File: src/rtl/muldiv_unit_if.sv
// Handshake/operand bundle between the execution stage and the iterative RV32M unit.
interface muldiv_unit_if #(
  parameter int unsigned XLEN = 32
);
  logic            start_i;
  logic            kill_i;
  logic [2:0]      funct3_i;
  logic [XLEN-1:0] dat_a_i;
  logic [XLEN-1:0] dat_b_i;
  logic            stall_o;
  logic            busy_o;
  logic            done_o;
  logic [XLEN-1:0] result_o;

  modport master (
    output start_i, kill_i, funct3_i, dat_a_i, dat_b_i,
    input  stall_o, busy_o, done_o, result_o
  );

  modport slave (
    input  start_i, kill_i, funct3_i, dat_a_i, dat_b_i,
    output stall_o, busy_o, done_o, result_o
  );
endinterface

File: src/rtl/muldiv_unit.sv
// Iterative RV32M multiply/divide engine: shift-add multiply, restoring divide,
// one bit per cycle on magnitudes with a final sign fix-up.
module muldiv_unit #(
  parameter int unsigned XLEN = 32
) (
  input logic          clk_i,
  input logic          rst_ni,
  muldiv_unit_if.slave bus
);

  localparam int unsigned CW = $clog2(XLEN);

  typedef enum logic [1:0] {IDLE, CALC, FIX, DONE} state_t;

  state_t            state_q, state_d;
  logic [CW-1:0]     cnt_q, cnt_d;
  logic [2:0]        op_q, op_d;
  logic [2*XLEN-1:0] acc_q, acc_d;
  logic [XLEN-1:0]   opd_q, opd_d;
  logic              neg_q, neg_d;
  logic [XLEN-1:0]   result_q, result_d;

  logic [2:0]        f;
  logic              is_div_in, signed_a_in, signed_b_in, sa, sb;
  logic [XLEN-1:0]   a, b, mag_a, mag_b;
  logic              div_zero, div_ovf;
  logic [XLEN-1:0]   special_res;
  logic              accept;

  assign f = bus.funct3_i;
  assign a = bus.dat_a_i;
  assign b = bus.dat_b_i;

  assign is_div_in   = f[2];
  assign signed_a_in = (f == 3'b001) || (f == 3'b010) || (f == 3'b100) || (f == 3'b110);
  assign signed_b_in = (f == 3'b001) || (f == 3'b100) || (f == 3'b110);
  assign sa          = signed_a_in & a[XLEN-1];
  assign sb          = signed_b_in & b[XLEN-1];
  assign mag_a       = sa ? -a : a;
  assign mag_b       = sb ? -b : b;

  assign div_zero = is_div_in && (b == '0);
  assign div_ovf  = ((f == 3'b100) || (f == 3'b110)) &&
                    (a == {1'b1, {(XLEN-1){1'b0}}}) && (b == '1);

  // Divide-by-zero yields the RISC-V defined values; overflow yields MIN / 0.
  always_comb begin
    special_res = '0;
    if (div_zero)
      special_res = f[1] ? a : '1;
    else if (div_ovf)
      special_res = f[1] ? '0 : {1'b1, {(XLEN-1){1'b0}}};
  end

  assign accept = (state_q == IDLE) && bus.start_i && !bus.kill_i;

  // One iteration of each algorithm; both share the double-width accumulator.
  logic [XLEN:0]     mul_sum, div_upper, div_diff;
  logic [2*XLEN-1:0] mul_next, div_next;

  assign mul_sum   = {1'b0, acc_q[2*XLEN-1:XLEN]} + (acc_q[0] ? {1'b0, opd_q} : '0);
  assign mul_next  = {mul_sum, acc_q[XLEN-1:1]};
  assign div_upper = acc_q[2*XLEN-1:XLEN-1];
  assign div_diff  = div_upper - {1'b0, opd_q};
  assign div_next  = div_diff[XLEN] ? {acc_q[2*XLEN-2:0], 1'b0}
                                    : {div_diff[XLEN-1:0], acc_q[XLEN-2:0], 1'b1};

  logic [2*XLEN-1:0] prod_fix;
  logic [XLEN-1:0]   quot_fix, rem_fix, fix_res;

  assign prod_fix = neg_q ? -acc_q : acc_q;
  assign quot_fix = neg_q ? -acc_q[XLEN-1:0] : acc_q[XLEN-1:0];
  assign rem_fix  = neg_q ? -acc_q[2*XLEN-1:XLEN] : acc_q[2*XLEN-1:XLEN];

  always_comb begin
    fix_res = '0;
    case (op_q)
      3'b000:                 fix_res = prod_fix[XLEN-1:0];
      3'b001, 3'b010, 3'b011: fix_res = prod_fix[2*XLEN-1:XLEN];
      3'b100, 3'b101:         fix_res = quot_fix;
      default:                fix_res = rem_fix;
    endcase
  end

  always_comb begin
    state_d  = state_q;
    cnt_d    = cnt_q;
    op_d     = op_q;
    acc_d    = acc_q;
    opd_d    = opd_q;
    neg_d    = neg_q;
    result_d = result_q;
    case (state_q)
      IDLE: begin
        if (accept) begin
          op_d = f;
          if (div_zero || div_ovf) begin
            result_d = special_res;
            state_d  = DONE;
          end else begin
            state_d = CALC;
            cnt_d   = CW'(XLEN - 1);
            neg_d   = (f == 3'b110) ? sa : (sa ^ sb);
            acc_d   = is_div_in ? {{XLEN{1'b0}}, mag_a} : {{XLEN{1'b0}}, mag_b};
            opd_d   = is_div_in ? mag_b : mag_a;
          end
        end
      end
      CALC: begin
        acc_d = op_q[2] ? div_next : mul_next;
        cnt_d = cnt_q - CW'(1);
        if (cnt_q == '0)
          state_d = FIX;
      end
      FIX: begin
        result_d = fix_res;
        state_d  = DONE;
      end
      default: state_d = IDLE;
    endcase
    // A flush wins over everything, including a pending result load.
    if (bus.kill_i) begin
      state_d  = IDLE;
      result_d = result_q;
    end
  end

  always_ff @(posedge clk_i or negedge rst_ni) begin
    if (!rst_ni) begin
      state_q  <= IDLE;
      cnt_q    <= '0;
      op_q     <= '0;
      acc_q    <= '0;
      opd_q    <= '0;
      neg_q    <= 1'b0;
      result_q <= '0;
    end else begin
      state_q  <= state_d;
      cnt_q    <= cnt_d;
      op_q     <= op_d;
      acc_q    <= acc_d;
      opd_q    <= opd_d;
      neg_q    <= neg_d;
      result_q <= result_d;
    end
  end

  assign bus.stall_o  = accept || (state_q == CALC) || (state_q == FIX);
  assign bus.busy_o   = (state_q == CALC) || (state_q == FIX);
  assign bus.done_o   = (state_q == DONE);
  assign bus.result_o = result_q;

endmodule

File: src/flat_wrapper.sv
// flat-port wrapper written by rule: the top's interface ports become plain ports
module muldiv_unit_flat 
#(
  parameter int unsigned XLEN = 32
)
  (clk_i, rst_ni, bus_start_i, bus_kill_i, bus_funct3_i, bus_dat_a_i, bus_dat_b_i, bus_stall_o, bus_busy_o, bus_done_o, bus_result_o);
  muldiv_unit_if #(.XLEN(XLEN)) bus_i ();
  input logic clk_i;
  input logic rst_ni;
  input wire logic [$bits(bus_i.start_i)-1:0] bus_start_i;
  input wire logic [$bits(bus_i.kill_i)-1:0] bus_kill_i;
  input wire logic [$bits(bus_i.funct3_i)-1:0] bus_funct3_i;
  input wire logic [$bits(bus_i.dat_a_i)-1:0] bus_dat_a_i;
  input wire logic [$bits(bus_i.dat_b_i)-1:0] bus_dat_b_i;
  output wire logic [$bits(bus_i.stall_o)-1:0] bus_stall_o;
  output wire logic [$bits(bus_i.busy_o)-1:0] bus_busy_o;
  output wire logic [$bits(bus_i.done_o)-1:0] bus_done_o;
  output wire logic [$bits(bus_i.result_o)-1:0] bus_result_o;
  assign bus_i.start_i = bus_start_i;
  assign bus_i.kill_i = bus_kill_i;
  assign bus_i.funct3_i = bus_funct3_i;
  assign bus_i.dat_a_i = bus_dat_a_i;
  assign bus_i.dat_b_i = bus_dat_b_i;
  assign bus_stall_o = bus_i.stall_o;
  assign bus_busy_o = bus_i.busy_o;
  assign bus_done_o = bus_i.done_o;
  assign bus_result_o = bus_i.result_o;
  muldiv_unit #(.XLEN(XLEN)) u_core (.clk_i(clk_i), .rst_ni(rst_ni), .bus(bus_i));
endmodule
File: config.mk
export PLATFORM = sky130hd
export DESIGN_NAME = muldiv_unit_flat
export DESIGN_NICKNAME = d
export VERILOG_FILES = /design/src/rtl/muldiv_unit_if.sv /design/src/rtl/muldiv_unit.sv /design/src/flat_wrapper.sv
export SDC_FILE = /design/constraint.sdc
export NUM_CORES = 1
export LEC_CHECK = 0
export CAP_MARGIN = 10
export CORE_MARGIN = 8
export CORE_UTILIZATION = 55
export CTS_BUF_LIST = sky130_fd_sc_hd__clkbuf_4
export CTS_CLUSTER_DIAMETER = 30
export DETAILED_ROUTE_END_ITERATION = 12
export PLACE_DENSITY_LB_ADDON = 0.05
export SLEW_MARGIN = 10
export SYNTH_ARGS = -nofsm -noshare
export SYNTH_HDL_FRONTEND = slang
export SYNTH_SLANG_ARGS = --single-unit
File: constraint.sdc
create_clock -name clk_i -period 10.7 [get_ports clk_i]
set_clock_uncertainty 0.1 [all_clocks]
set_input_delay 2.14 -clock clk_i [delete_from_list [all_inputs] [get_ports clk_i]]
set_output_delay 2.14 -clock clk_i [all_outputs]
set_load 0.05 [all_outputs]
Word-level counts from Yosys, hierarchy flattened

Index checks and enable logic that the tools add are counted.

Register bits after elaboration: 139
Bits of input ports: 71
Output and inout port bits: 35
Word-level logic and storage cells: 98

$add $sub $neg: 8
Equality and inequality tests: 19
Multiplexer cells: 30
Bitwise gates (word level): 5
Reductions and logical operators: 29

Operator list:

| operator                                             | count |
|---|---|
| 2-to-1 mux 32 bit                                    | 13 |
| 2-to-1 mux 64 bit                                    | 5 |
| negation 32 bit                                      | 4 |
| one-hot mux 64 bit (2 select lines)                  | 1 |
| one-hot mux 32 bit (3 select lines)                  | 1 |
| equality test 32 bit (second input constant)         | 2 |
| negation 64 bit                                      | 1 |
| one-hot mux 32 bit (2 select lines)                  | 1 |
| adder 32 x 33 -> 33 bit                              | 1 |
| subtractor 33 x 32 -> 33 bit                         | 1 |
| zero test 32 bit                                     | 1 |
| equality test 3 bit (second input constant)          | 4 |
| logical OR 1 bit                                     | 10 |
| 2-to-1 mux 5 bit                                     | 2 |
| one-hot mux 5 bit (2 select lines)                   | 1 |
| equality test 3 x 2 -> 1 bit (second input constant) | 3 |
| 2-to-1 mux 2 bit                                     | 4 |
| equality test 3 x 1 -> 1 bit (second input constant) | 2 |
| != test 3 x 2 -> 1 bit (second input constant)       | 2 |
| one-hot mux 2 bit (3 select lines)                   | 1 |
| AND reduction 3 bit                                  | 2 |
| logical AND 1 bit                                    | 5 |
| zero test 5 bit                                      | 1 |
| subtractor 5 x 1 -> 5 bit (second input constant)    | 1 |
| 16 further kinds                                     | 22 |

Logic depth before layout (Yosys ltp)

Depth after elaboration: 10
Mapped depth: 16
Depth with buffers taken out: 14

Worst setup path before layout

No wires, ideal clock.

Kind: input-to-output
Start: input port bus_start_i
End: output port bus_stall_o
Arrival time: 2.835 ns
Data required time: 8.460 ns
Setup slack: 5.625 ns
Cell stages on the path: 3
Path buffers: 0
Path through: nand2_1 > nor2_1 > or3_1

Word-level cells in the longest chain between the ends: 4

Ends and longest elaborated chain:

| what                           | line               | source |
|---|---|---|
| start: declaration             | flat_wrapper.sv:10 | `input wire logic [$bits(bus_i.start_i)-1:0] bus_start_i;` |
| logical AND 1 bit (2 in a row) | muldiv_unit.sv:55  | `assign accept = (state_q == IDLE) && bus.start_i && !bus.kill_i;` |
| logical OR 1 bit (2 in a row)  | muldiv_unit.sv:148 | `assign bus.stall_o = accept \|\| (state_q == CALC) \|\| (state_q == FIX);` |
| end: declaration               | flat_wrapper.sv:15 | `output wire logic [$bits(bus_i.stall_o)-1:0] bus_stall_o;` |

Every way passes these cells.

Final worst setup path

Start: input port bus_dat_b_i[4]
End: register u_core.acc_q[58]

Word-level cells in the longest chain between the ends: 5

Ends and longest elaborated chain:

| what                                                            | line                                 | source |
|---|---|---|
| start: declaration                                              | flat_wrapper.sv:14                   | `input wire logic [$bits(bus_i.dat_b_i)-1:0] bus_dat_b_i;` |
| equality test 32 bit / zero test 32 bit (equally long branches) | muldiv_unit.sv:44, muldiv_unit.sv:42 |  |
| logical AND 1 bit, on equally long branches                     | muldiv_unit.sv:44, muldiv_unit.sv:42 |  |
| logical OR 1 bit (*)                                            | muldiv_unit.sv:97                    | `if (div_zero \|\| div_ovf) begin` |
| != test 2 bit (no source line) (*)                              | -                                    |  |
| AND reduction 3 bit (no source line) (*)                        | -                                    |  |
| end signal: assignment                                          | muldiv_unit.sv:133                   | `acc_q <= '0;` |
| end signal: assignment                                          | muldiv_unit.sv:141                   | `acc_q <= acc_d;` |
| end: declaration                                                | muldiv_unit.sv:18                    | `logic [2*XLEN-1:0] acc_q, acc_d;` |

Every way passes the cells marked *; elsewhere a longest branch is shown, timed or not.
A chain may end at the register's enable or synchronous reset.

==> results.yml <==
hold_path:
  whs_path_depth: 2
  holdCritStartpoint: "u_core.bus.result_o[5]$_DFFE_PN0P_"
  min_path_type: "reg2reg"
  hold_end: "u_core.bus.result_o[5]$_DFFE_PN0P_"
power:
  combPwrFrac_pct: 72.5
  clkPwrFrac_pct: 6.4
  switching_share_pct: 57.5
  irDropWorstVdd_mv: 0.233
  seqPwrFrac_pct: 21.1
  p_int_mw: 2.32
  power.density_nw_per_um2: 336
  p_switching_mw: 3.13
  p_leak_nw: 6.62
  p_total_mw: 5.45
grt:
  grt_first_pass_wirelength_mm: 85.9
  first_global_vias: 14500
  globalRoute.totalOverflow: 0
  track_usage_pct: 33.6
  antenna_found_initial: 2
  grt_max_degree: 95
place:
  dp_worst_setup_slack_ns: 3.59
  dp_hpwl_mm: 43.5
  io_buffers: 105
  routabilityCongestion: 1.02
critical_path:
  reg2reg_from: "u_core.acc_q[38]$_DFFE_PN0P_"
  worst_path_max_delay_cell: "or4_1"
  worstSetupPathType: "in2reg"
  crit_family: "simple AND/OR/NAND/NOR gates"
  critPathMaxFanout: 74
  crit_buf_inv: 2
  crit_path_end_kind: "flop"
  worstPathRequired_ns: 11.06
  start_kind: "input port"
  cpPeakStageDelay_ns: 0.82
  path_depth: 12
  rr_worst_depth: 11
  timing.rr.end: "u_core.acc_q[57]$_DFFE_PN0P_"
  path_cells: "clkdlybuf4s50_1 -> nor4_1 -> nand4b_1 -> or4_1 -> a21boi_1 -> nand2_2 -> buf_4 -> a21oi_1 -> nand2_1 -> nor2_1 -> a222oi_1 -> o211ai_1"
  rrSetupSlack_ns: 6.25
  cp.arrival_ns: 7.01
yosys:
  synth_edf_count: 0
  ys_ff_latch: 139
  yosysSeqAreaShare_pct: 23.3
  synth_ff_type: "dfrtp_1"
  synth_top_area_share_pct: 23.3
  synth_top_area_cell: "dfrtp_1"
  synth_top_family_by_area: "compound AO/OA/AOI/OAI gates"
  yosys-top-cells-area: "dfrtp_1, a21oi_1, o21ai_0, ha_1, nor2_1"
  postSynthAreaPerCell_sq_um: 7.33
  synthMuxAreaShare_pct: 3.54
  netlist_instances: 2032
  synthXorXnorAreaFrac_pct: 9.99
  ys_warn_count: 0
  synth_compound_area_share_pct: 28.7
  synth_common_cells: "nor2_1, a21oi_1, o21ai_0, nand2_1, dfrtp_1"
  netlist_area_sq_um: 14900
  async_reset_ff_share_pct: 100
  syn_nets: 2180
  synth_adder_area_share_pct: 6.57
  synth.most_common_cell: "nor2_1"
  synth-simple-area-share_pct: 21.8
  synthDistinctLibCells: 81
clocking:
  cts_buffers: 17
  clk_latency_ns: 0.60
  clk_transition_reported_paths_ns: 0.13
  root_buffer: "clkbuf_4"
  cts_resized: 0
  clock_sinks: 139
  cts_tree: "done"
  htreeDepth: 4
  ctsHoldBuffers: 0
  clock_path_buffers: 2
  post_cts_buffers: 0
detailed_routing:
  drtIter0Drc: 1927
  post-route-drc-count: 0
  antenna_left: 0
  routed-via-count: 15900
  routed_wirelength_mm: 56.4
  vias_per_cell: 6.64
  dr.pass1.iters: 6
  wl_per_cell_um: 23.5
sta:
  grt_setup_unrepaired: "false"
  tns_ns: 0
  clock.fmax_mhz: 150
  slew_violations: 0
  fin_crit_ns: 6.65
  finalSetupViolCount: 0
  relSlewSlack_pct: 23.0
  worst_pin_slew_ns: 1.15
  hold_violations: 0
  fin_hold_ws_ns: 0.391
  fin_crit_sh_pct: 62.2
  layout_setup_ws_ns: 4.05
floorplan:
  start_util_pct: 55.6
  die_area_sq_um: 32600
  coreArea_sq_um: 26800
  io_pins: 106
  fp.dieH_um: 181
  fp-row-count: 60
  die_width_um: 181
finish:
  drive_above_1_share_pct: 5.50
  num-fill-cells: 2584
  synthToLayoutAreaGrowth_pct: 8.73
  multiInputGateArea_sq_um: 10600
  seqCellArea_sq_um: 3480
  final_nets: 2191
  fin_util_pct: 60.4
flow_run:
  drv_cap: 0
status:
  status: "complete, no violations"
[registers in the layout (all words and copies together), names as in the netlist]
register             flops
u_core.acc_q            64
u_core.bus.result_o     32
u_core.opd_q            32
u_core.cnt_q             5
u_core.op_q              3
u_core.state_q           2
u_core.neg_q             1
[how the worst max path moves through the flow]
stage / start / end / slack, ns
after floorplan: bus_start_i / bus_stall_o / 5.63
after CTS: bus_start_i / bus_stall_o / 4.18
after detailed placement: bus_dat_b_i[4] / u_core.acc_q[59]$_DFFE_PN0P_ / 3.59
after global routing: bus_dat_b_i[4] / u_core.acc_q[54]$_DFFE_PN0P_ / 3.73
final: bus_dat_b_i[4] / u_core.acc_q[58]$_DFFE_PN0P_ / 4.05
after global placement: bus_dat_b_i[22] / u_core.acc_q[58]$_DFFE_PN0P_ / 3.76
[per-layer routing]
layer  global-route usage (%)  vias to the layer above  share of wire, %
met5                        0                        -             0.023
li1                         -                     7406                 -
met4                     10.4                        2               3.1
met3                     7.44                      112                10
met1                     47.3                     7552                44
met2                     50.2                      862                43
[layout by cell type, fill, tap and decap left out, types with 25 or more instances in the layout]
master             n
clkdlybuf4s50_1  103
nor3_1            31
nand2_1          196
a31oi_1           30
nand2b_1          28
ha_1              74
nand3_1           33
or4_1             25
mux2_2            29
nor2_1           246
o21ai_0          198
a21oi_1          208
a21o_1            27
xnor2_1           95
dfrtp_1          137
inv_1             70
xor2_1            75
a211oi_1          29
o31ai_1           30
[area by class of cell]
| type | count | area share, % |
|---|---|---|
| diodes | 1 | 0.0154 |
| clock buffers | 18 | 0.834 |
| clock inverters | 14 | 0.757 |
| inverters | 72 | 1.67 |
| multi-input cells | 1687 | 65.2 |
| flip-flops and latches | 139 | 21.5 |
| well taps | 341 | 2.63 |
| repair buffers | 126 | 7.45 |
[kinds of logic (layout without fill, tap and decap cells)]
family	Yosys count	after routing
AO/OA/AOI/OAI	696	696
AND/OR/NAND/NOR	695	695
buffers and inverters	206	230
XOR/XNOR	170	170
flip-flops	139	139
adder cells (fa/ha/maj)	77	77
multiplexers	49	49
other	0	1
[power groups by stage]
stage	Combinational, mW	Clock, mW	Sequential [mW]
2_1_floorplan	2.80	0	1.07
3_3_place_gp	3.79	0	1.13
3_5_place_dp	3.83	0	1.13
4_1_cts	3.85	0.349	1.12
5_1_grt	4.29	0.368	1.16
6_report	3.95	0.349	1.15
[stage by stage]
step	area, sq um	std cells
after floorplan	14900	2032
after global placement	15900	2365
after detailed placement	15900	2365
after CTS	16200	2397
after global routing	16200	2398
final	16200	2398
[tightest hold or removal path, delay by kind of cell, from the launching register on]
family	cells	cell delay, ns
AND/OR/NAND/NOR	1	0.04
flip-flops	1	0.37
AO/OA/AOI/OAI	1	0.06
Power figures use the tool's default switching activity.
